File: config.mk
export PLATFORM = sky130hd
export DESIGN_NAME = fetch_sequencer
export DESIGN_NICKNAME = d
export VERILOG_FILES = /design/src/rtl/fetch_sequencer.sv
export SDC_FILE = /design/constraint.sdc
export NUM_CORES = 1
export LEC_CHECK = 0
export CAP_MARGIN = 20
export CORE_MARGIN = 1
export CORE_UTILIZATION = 45
export CTS_CLUSTER_SIZE = 40
export DETAILED_ROUTE_END_ITERATION = 10
export PLACE_DENSITY = 0.81
export SLEW_MARGIN = 20
export SYNTH_ARGS = -nofsm -noshare
export SYNTH_HDL_FRONTEND = slang
export SYNTH_SLANG_ARGS = --single-unit
export TNS_END_PERCENT = 5
File: constraint.sdc
create_clock -name clk -period 4.1 [get_ports clk]
set_input_delay 0.82 -clock clk [delete_from_list [all_inputs] [get_ports clk]]
set_output_delay 0.82 -clock clk [all_outputs]
set_load 0.01 [all_outputs]
File: src/rtl/fetch_sequencer.sv
// Fetch/execute sequencer: opcode + 0..MAX_OPERANDS operand fetch, then microstep walk until last_step/halt.
// Latency: 4 cycles per fetched byte plus one per memory wait cycle; strobes are Moore decodes of registered state.
// Backpressure: mem_ready stalls S_READ_BYTE; optional SINGLE_STEP_EN adds step_req to gate execute progress.
module fetch_sequencer #(
    parameter int MAX_OPERANDS = 2,
    parameter int MS_COUNT     = 8,
    parameter int MS_W         = $clog2(MS_COUNT),
    parameter int IDX_W        = $clog2(MAX_OPERANDS + 1)
) (
    input  logic                    clk,
    input  logic                    reset,
    input  logic                    mem_ready,
    input  logic [IDX_W:0]          operand_count,
    input  logic                    last_step,
    input  logic                    halt,
`ifdef SINGLE_STEP_EN
    input  logic                    step_req,
`endif
    output logic [2:0]              state,
    output logic                    load_origin,
    output logic                    load_mar_pc,
    output logic                    mem_rd,
    output logic                    load_ir,
    output logic [MAX_OPERANDS-1:0] load_operand,
    output logic                    pc_enable,
    output logic                    exec_en,
    output logic [MS_W-1:0]         microstep,
    output logic                    halted,
    output logic                    ucode_err
);

    typedef enum logic [2:0] {
        S_RESET          = 3'd0,
        S_INIT           = 3'd1,
        S_LATCH_ADDR     = 3'd2,
        S_READ_BYTE      = 3'd3,
        S_LATCH_BYTE     = 3'd4,
        S_CHK_MORE_BYTES = 3'd5,
        S_EXECUTE        = 3'd6,
        S_HALT           = 3'd7
    } fsm_state_t;

    fsm_state_t       cur_state;
    fsm_state_t       nxt_state;
    logic [IDX_W-1:0] byte_idx;
    logic [MS_W-1:0]  ms_q;
    logic             err_q;
    logic             advance;
    logic             clamp;
    logic [IDX_W:0]   eff_count;
    logic             more_bytes;
    logic             ms_last;

`ifdef SINGLE_STEP_EN
    assign advance = step_req;
`else
    assign advance = 1'b1;
`endif

    // Decoder may request more operands than the datapath holds; fetch only what fits and flag it.
    assign clamp      = operand_count > (IDX_W+1)'(MAX_OPERANDS);
    assign eff_count  = clamp ? (IDX_W+1)'(MAX_OPERANDS) : operand_count;
    assign more_bytes = {1'b0, byte_idx} < eff_count;
    assign ms_last    = ms_q == MS_W'(MS_COUNT - 1);

    always_ff @(posedge clk or posedge reset) begin
        if (reset) begin
            cur_state <= S_RESET;
            byte_idx  <= '0;
            ms_q      <= '0;
            err_q     <= 1'b0;
        end else begin
            cur_state <= nxt_state;
            case (cur_state)
                S_INIT: begin
                    byte_idx <= '0;
                    ms_q     <= '0;
                end
                S_CHK_MORE_BYTES: begin
                    if (clamp)
                        err_q <= 1'b1;
                    if (more_bytes)
                        byte_idx <= byte_idx + IDX_W'(1);
                    else
                        ms_q <= '0;
                end
                S_EXECUTE: begin
                    // Running off the end of the microstep space forces a return rather than wrapping.
                    if (advance && !halt && !last_step) begin
                        if (ms_last)
                            err_q <= 1'b1;
                        else
                            ms_q <= ms_q + MS_W'(1);
                    end
                end
                default: ;
            endcase
        end
    end

    always_comb begin
        nxt_state = cur_state;
        case (cur_state)
            S_RESET:          nxt_state = S_INIT;
            S_INIT:           nxt_state = S_LATCH_ADDR;
            S_LATCH_ADDR:     nxt_state = S_READ_BYTE;
            S_READ_BYTE:      nxt_state = mem_ready ? S_LATCH_BYTE : S_READ_BYTE;
            S_LATCH_BYTE:     nxt_state = S_CHK_MORE_BYTES;
            S_CHK_MORE_BYTES: nxt_state = more_bytes ? S_LATCH_ADDR : S_EXECUTE;
            S_EXECUTE: begin
                if (advance) begin
                    if (halt)
                        nxt_state = S_HALT;
                    else if (last_step || ms_last)
                        nxt_state = S_INIT;
                end
            end
            S_HALT:           nxt_state = S_HALT;
            default:          nxt_state = S_RESET;
        endcase
    end

    always_comb begin
        load_origin  = (cur_state == S_RESET);
        load_mar_pc  = (cur_state == S_LATCH_ADDR);
        mem_rd       = (cur_state == S_READ_BYTE);
        pc_enable    = (cur_state == S_LATCH_BYTE);
        load_ir      = (cur_state == S_LATCH_BYTE) && (byte_idx == '0);
        load_operand = '0;
        for (int k = 0; k < MAX_OPERANDS; k++) begin
            if ((cur_state == S_LATCH_BYTE) && (int'(byte_idx) == k + 1))
                load_operand[k] = 1'b1;
        end
        exec_en      = (cur_state == S_EXECUTE) && advance;
        halted       = (cur_state == S_HALT);
    end

    assign state     = cur_state;
    assign microstep = ms_q;
    assign ucode_err = err_q;

endmodule

# Word-level counts from Yosys, hierarchy flattened
# Cells that the tools add are included.
# op_classes
n_addsub	2
order_cmp	2
n_eq_ne	17
muxes	18
reduce_logical	15
# ops
cell	n
$mux W3	8
$pmux W3 S8	1
$eq A3 B3 Y1 const B	5
$pmux W3 S3	1
$ne A2 B2 Y1 const B	4
$reduce_and A4 Y1	2
$eq A3 B2 Y1 const B	2
$mux W1	5
$eq A2 B2 Y1 const B	2
$logic_and A1 B1 Y1	4
$ne A2 B1 Y1 const B	2
$pmux W2 S2	1
$reduce_bool A2 Y1	2
$add A3 B1 Y3 const B	1
$eq A3 B1 Y1 const B	1
$gt A3 B2 Y1 const B	1
$logic_not A3 Y1	1
$lt A2 B3 Y1	1
$ne A3 B2 Y1 const B	1
$reduce_bool A3 Y1	1
$add A2 B1 Y2 const B	1
$logic_not A1 Y1	2
$logic_not A2 Y1	1
$mux W2	1
3 further kinds	3
# word_totals
ff_bits	9
input_bits	8
output_inout_bits	16
wordCells	58

# Depth between registers and ports, before layout
# depth
ltp_word	5
ltp_mapped	5
mapped_depth_nobuf	5

# Least setup slack after synthesis
# Ideal clock, no wire load.
# synth_path
path_kind	input -> register
start	in operand_count[2]
end	reg ms_q[1], in the netlist microstep[1]
setup_ns	0.125
arrival_ns	2.064
t_required_ns	3.975
path_slack_ns	1.911
path_stages	4
path_buffers	0
path_cell_list	or4b_4 -> a211oi_4 -> a22oi_2 -> mux2_4
# synth_via
elab_chain_len	5
# synth_rtl
item	line_no	text
start, declared	13	input logic [IDX_W:0] operand_count,
$gt A3 B2 Y1	61	assign clamp = operand_count > (IDX_W+1)'(MAX_OPERANDS);
$mux W3 (*)	62	assign eff_count = clamp ? (IDX_W+1)'(MAX_OPERANDS) : operand_count;
$lt A2 B3 Y1 (*)	63	assign more_bytes = {1'b0, byte_idx} < eff_count;
$ne A2 B2 Y1 (no line) (*)	--	
$reduce_and A4 Y1 (no line) (*)	--	
end signal, assigned	93	ms_q <= ms_q + MS_W'(1);
end, declared	46	logic [MS_W-1:0] ms_q;
# Every way passes the cells marked *; elsewhere a longest branch is shown, timed or not.
# A chain may end at the register's enable or synchronous reset.

# Final worst setup path
# layout_path
start	reg cur_state[2], in the netlist state[2]
end	out pc_enable
# layout_via
elab_chain_len	1
# layout_rtl
item	line_no	text
start, declared	43	fsm_state_t cur_state;
start signal, assigned	73	cur_state <= nxt_state;
$eq A3 B3 Y1	127	pc_enable = (cur_state == S_LATCH_BYTE);
end, declared	25	output logic pc_enable,
# No other way between the ends.

==> impl_metrics.yaml <==
cells_and_area:
  fin_area_sq_um: 903.4
  antennaDiodeCount: 0
  nets: 106
  area_growth_pct: 40.74
  drive_above_1_share_pct: 8.791
logic_synthesis:
  netlist_top_cells_count: "dfrtp_1 (9), nor2_1 (8), ha_1 (6)"
  avgSynthCellArea_sq_um: 9.580
  ys_async_sr_fraction_pct: 100.0
  syn_area_sq_um: 641.9
  syn_nets: 81
  ys_types: 29
  ys.flop_type: "dfrtp_1"
  synth_top_area_share_pct: 35.09
  synthTopCellsByArea: "dfrtp_1 (35%), ha_1 (12%), and3_1 (4.9%), mux2_4 (4.7%), nor2_1 (4.7%)"
  netlist_instances: 67
  yosys_warnings: 0
  synth_area_leader_cell: "dfrtp_1"
  yosysMostFrequentCell: "dfrtp_1"
  synth_seq_cells: 9
  ys_seq_area_share_pct: 35.09
  synth_edf_count: 0
worst_hold_path:
  hold_start: "ucode_err$_DFFE_PP0P_"
  hp-class: "reg2reg"
  whs_path_depth: 1
detailed_routing:
  top_layer: "met4"
  finalWirelength_um: 1560
  wl_met2_um: 777
  drc: 0
  avgViaCountPerCell: 5.604
  wl_per_cell_um: 14.72
  drtPass1Iterations: 4
  antenna_left: 0
  drt_iter0_drc: 15
  vias: 594
  dr_wl_met3_um: 63
  wl_met1_um: 708
floorplan:
  die_area_sq_mm: 0.001581
  std_cell_rows: 13
  core_sq_mm: 0.001318
  initial_core_util_pct: 48.72
  die_y_um: 39.77
  die_x_um: 39.77
  io_pins: 24
power_and_ir_drop:
  sw_frac_of_total_pct: 43.00
  p_leak_nw: 0.4127
  p_clk_share_pct: 12.6
  p_int_mw: 0.3274
  p_sw_mw: 0.2470
  power_density_mw_per_mm2: 635.9
  pwr-share-seq_pct: 32.5
  p_comb_share_pct: 54.9
  irDropWorstVdd_mv: 0.3473
job:
  max_cap_violations: 0
setup_path:
  startpoint: "state[2]$_DFFE_PP0P_"
  worst-path-max-fanout: 14
  timing.rr.start: "microstep[0]$_DFFE_PP0P_"
  reg2regPathDepth: 5
  cp.required_ps: 3280
  endpoint_kind: "primary output"
  crit_type: "reg2out"
  crit_arrival_ps: 1850
  crit_path_start_kind: "flip-flop"
place:
  post_dp_cell_area_sq_um: 877.1
  place.gp.congestion: 0.7336
  buffer_ports.inserted: 23
  dp_hpwl_um: 1196
global_routing:
  grt-ovfl-total: 0
  grt_pass1_vias: 508
  grt_usage_pct: 23.52
  grt_max_degree: 15
  grt_pass1_wl_um: 2325
  antenna_found_initial: 0
sta:
  tightest_slew_ps: 459.6
  slew_violations: 0
  tns_ps: 0
  slew_headroom_pct: 68.97
  finClkSkew_ps: 8.520
  rsz0062_at_grt: "false"
  finalCritPeriodShare_pct: 65.22
  clock.fmax_mhz: 373.9
  period_needed_ps: 2674
  setup_viol: 0
  hold_violations: 0
clocking:
  cts_setup_buffers: 0
  cts_htree_levels: 1
  tritoncts: "built"
  cts.clk_slew.worst_paths_ps: 70
  cts_buffers: 3
  clk-insertion-delay-late_ps: 270
  cts.sinks: 9
  cts-root-buf: "clkbuf_4"
  hold_buffers: 0
  clockBufferDepth: 2
  cts_resized: 0
run_status:
  status: "finished clean"
[sequential cells by signal (all words and copies together), names as in the netlist]
register / count
microstep: 3
byte_idx: 2
state: 3
ucode_err: 1
[placed cells by master, fill, tap and decap left out, types with 2 or more instances in the layout]
cell and n:
a21oi_1 3, a22o_1 2, and3_1 5, clkbuf_4 3, clkdlybuf4s50_1 23, dfrtp_1 9, ha_1 6, inv_1 5
mux2_4 2, nand2_1 3, nor2_1 8, nor2b_1 2, nor3_1 2, o21bai_1 2
[per-stage QoR]
stage / hold slack (ps) / std cells / power [mW] / util (%) / worst slack (ps)
CTS: 488.1 / 106 / 0.5768 / 68.57 / 1420
detailed placement: 469.6 / 102 / 0.5032 / 66.57 / 1346
finish: 483.3 / 106 / 0.5745 / 68.57 / 1426
global placement: 467.1 / 102 / 0.4944 / 66.57 / 1416
global route: 512.8 / 106 / 0.6201 / 68.57 / 1283
floorplan: 513.4 / 67 / 0.3629 / - / 1911
[critical path: stages, from the launching register on]
cell and delay, ps:
dfrtp_1 600, inv_1 250, nor3_1 170, clkdlybuf4s50_1 560
[power groups by stage]
stage               sequential (mW)  clock (mW)  combinational (mW)
global placement              0.185           0               0.309
CTS                           0.186      0.0733               0.317
detailed placement            0.187           0               0.316
finish                        0.187      0.0722               0.315
global route                  0.195      0.0785               0.347
floorplan                     0.161           0               0.202
[per-layer routing]
layer / global-route usage, % / up-vias
li1: - / 286
met1: 29.02 / 294
met3: 10.23 / 2
met2: 36.07 / 12
met4: 7.759 / 0
met5: 0 / -
[final timing paths]
check	to	slack, ps
max in group asynchronous	byte_idx[0]$_DFFE_PP0P_	3020
max	pc_enable	1430
min in group asynchronous	state[0]$_DFFE_PP0P_	820
min reg2reg	ucode_err$_DFFE_PP0P_	480
max reg2reg	microstep[1]$_DFFE_PP0P_	2000
min	ucode_err$_DFFE_PP0P_	480
[cells by family (layout without fill, tap and decap cells)]
kind of cell | Yosys count | count (layout) | share of synthesized area (%)
multiplexers | 3 | 3 | 6.238
AND/OR/NAND/NOR | 25 | 25 | 21.25
adder cells (fa/ha/maj) | 6 | 6 | 11.70
buffers and inverters | 8 | 32 | 5.068
flip-flops | 9 | 9 | 35.09
AO/OA/AOI/OAI | 16 | 16 | 20.66
[layout make-up]
cell class	instances	area, sq um
multi-input combinational	50	384.1
clock buffer	4	26.28
fill	97	414.1
sequential	9	225.2
inverter	5	18.77
tap	15	18.77
timing repair buffer	23	230.2
Power figures use the tool's default switching activity.
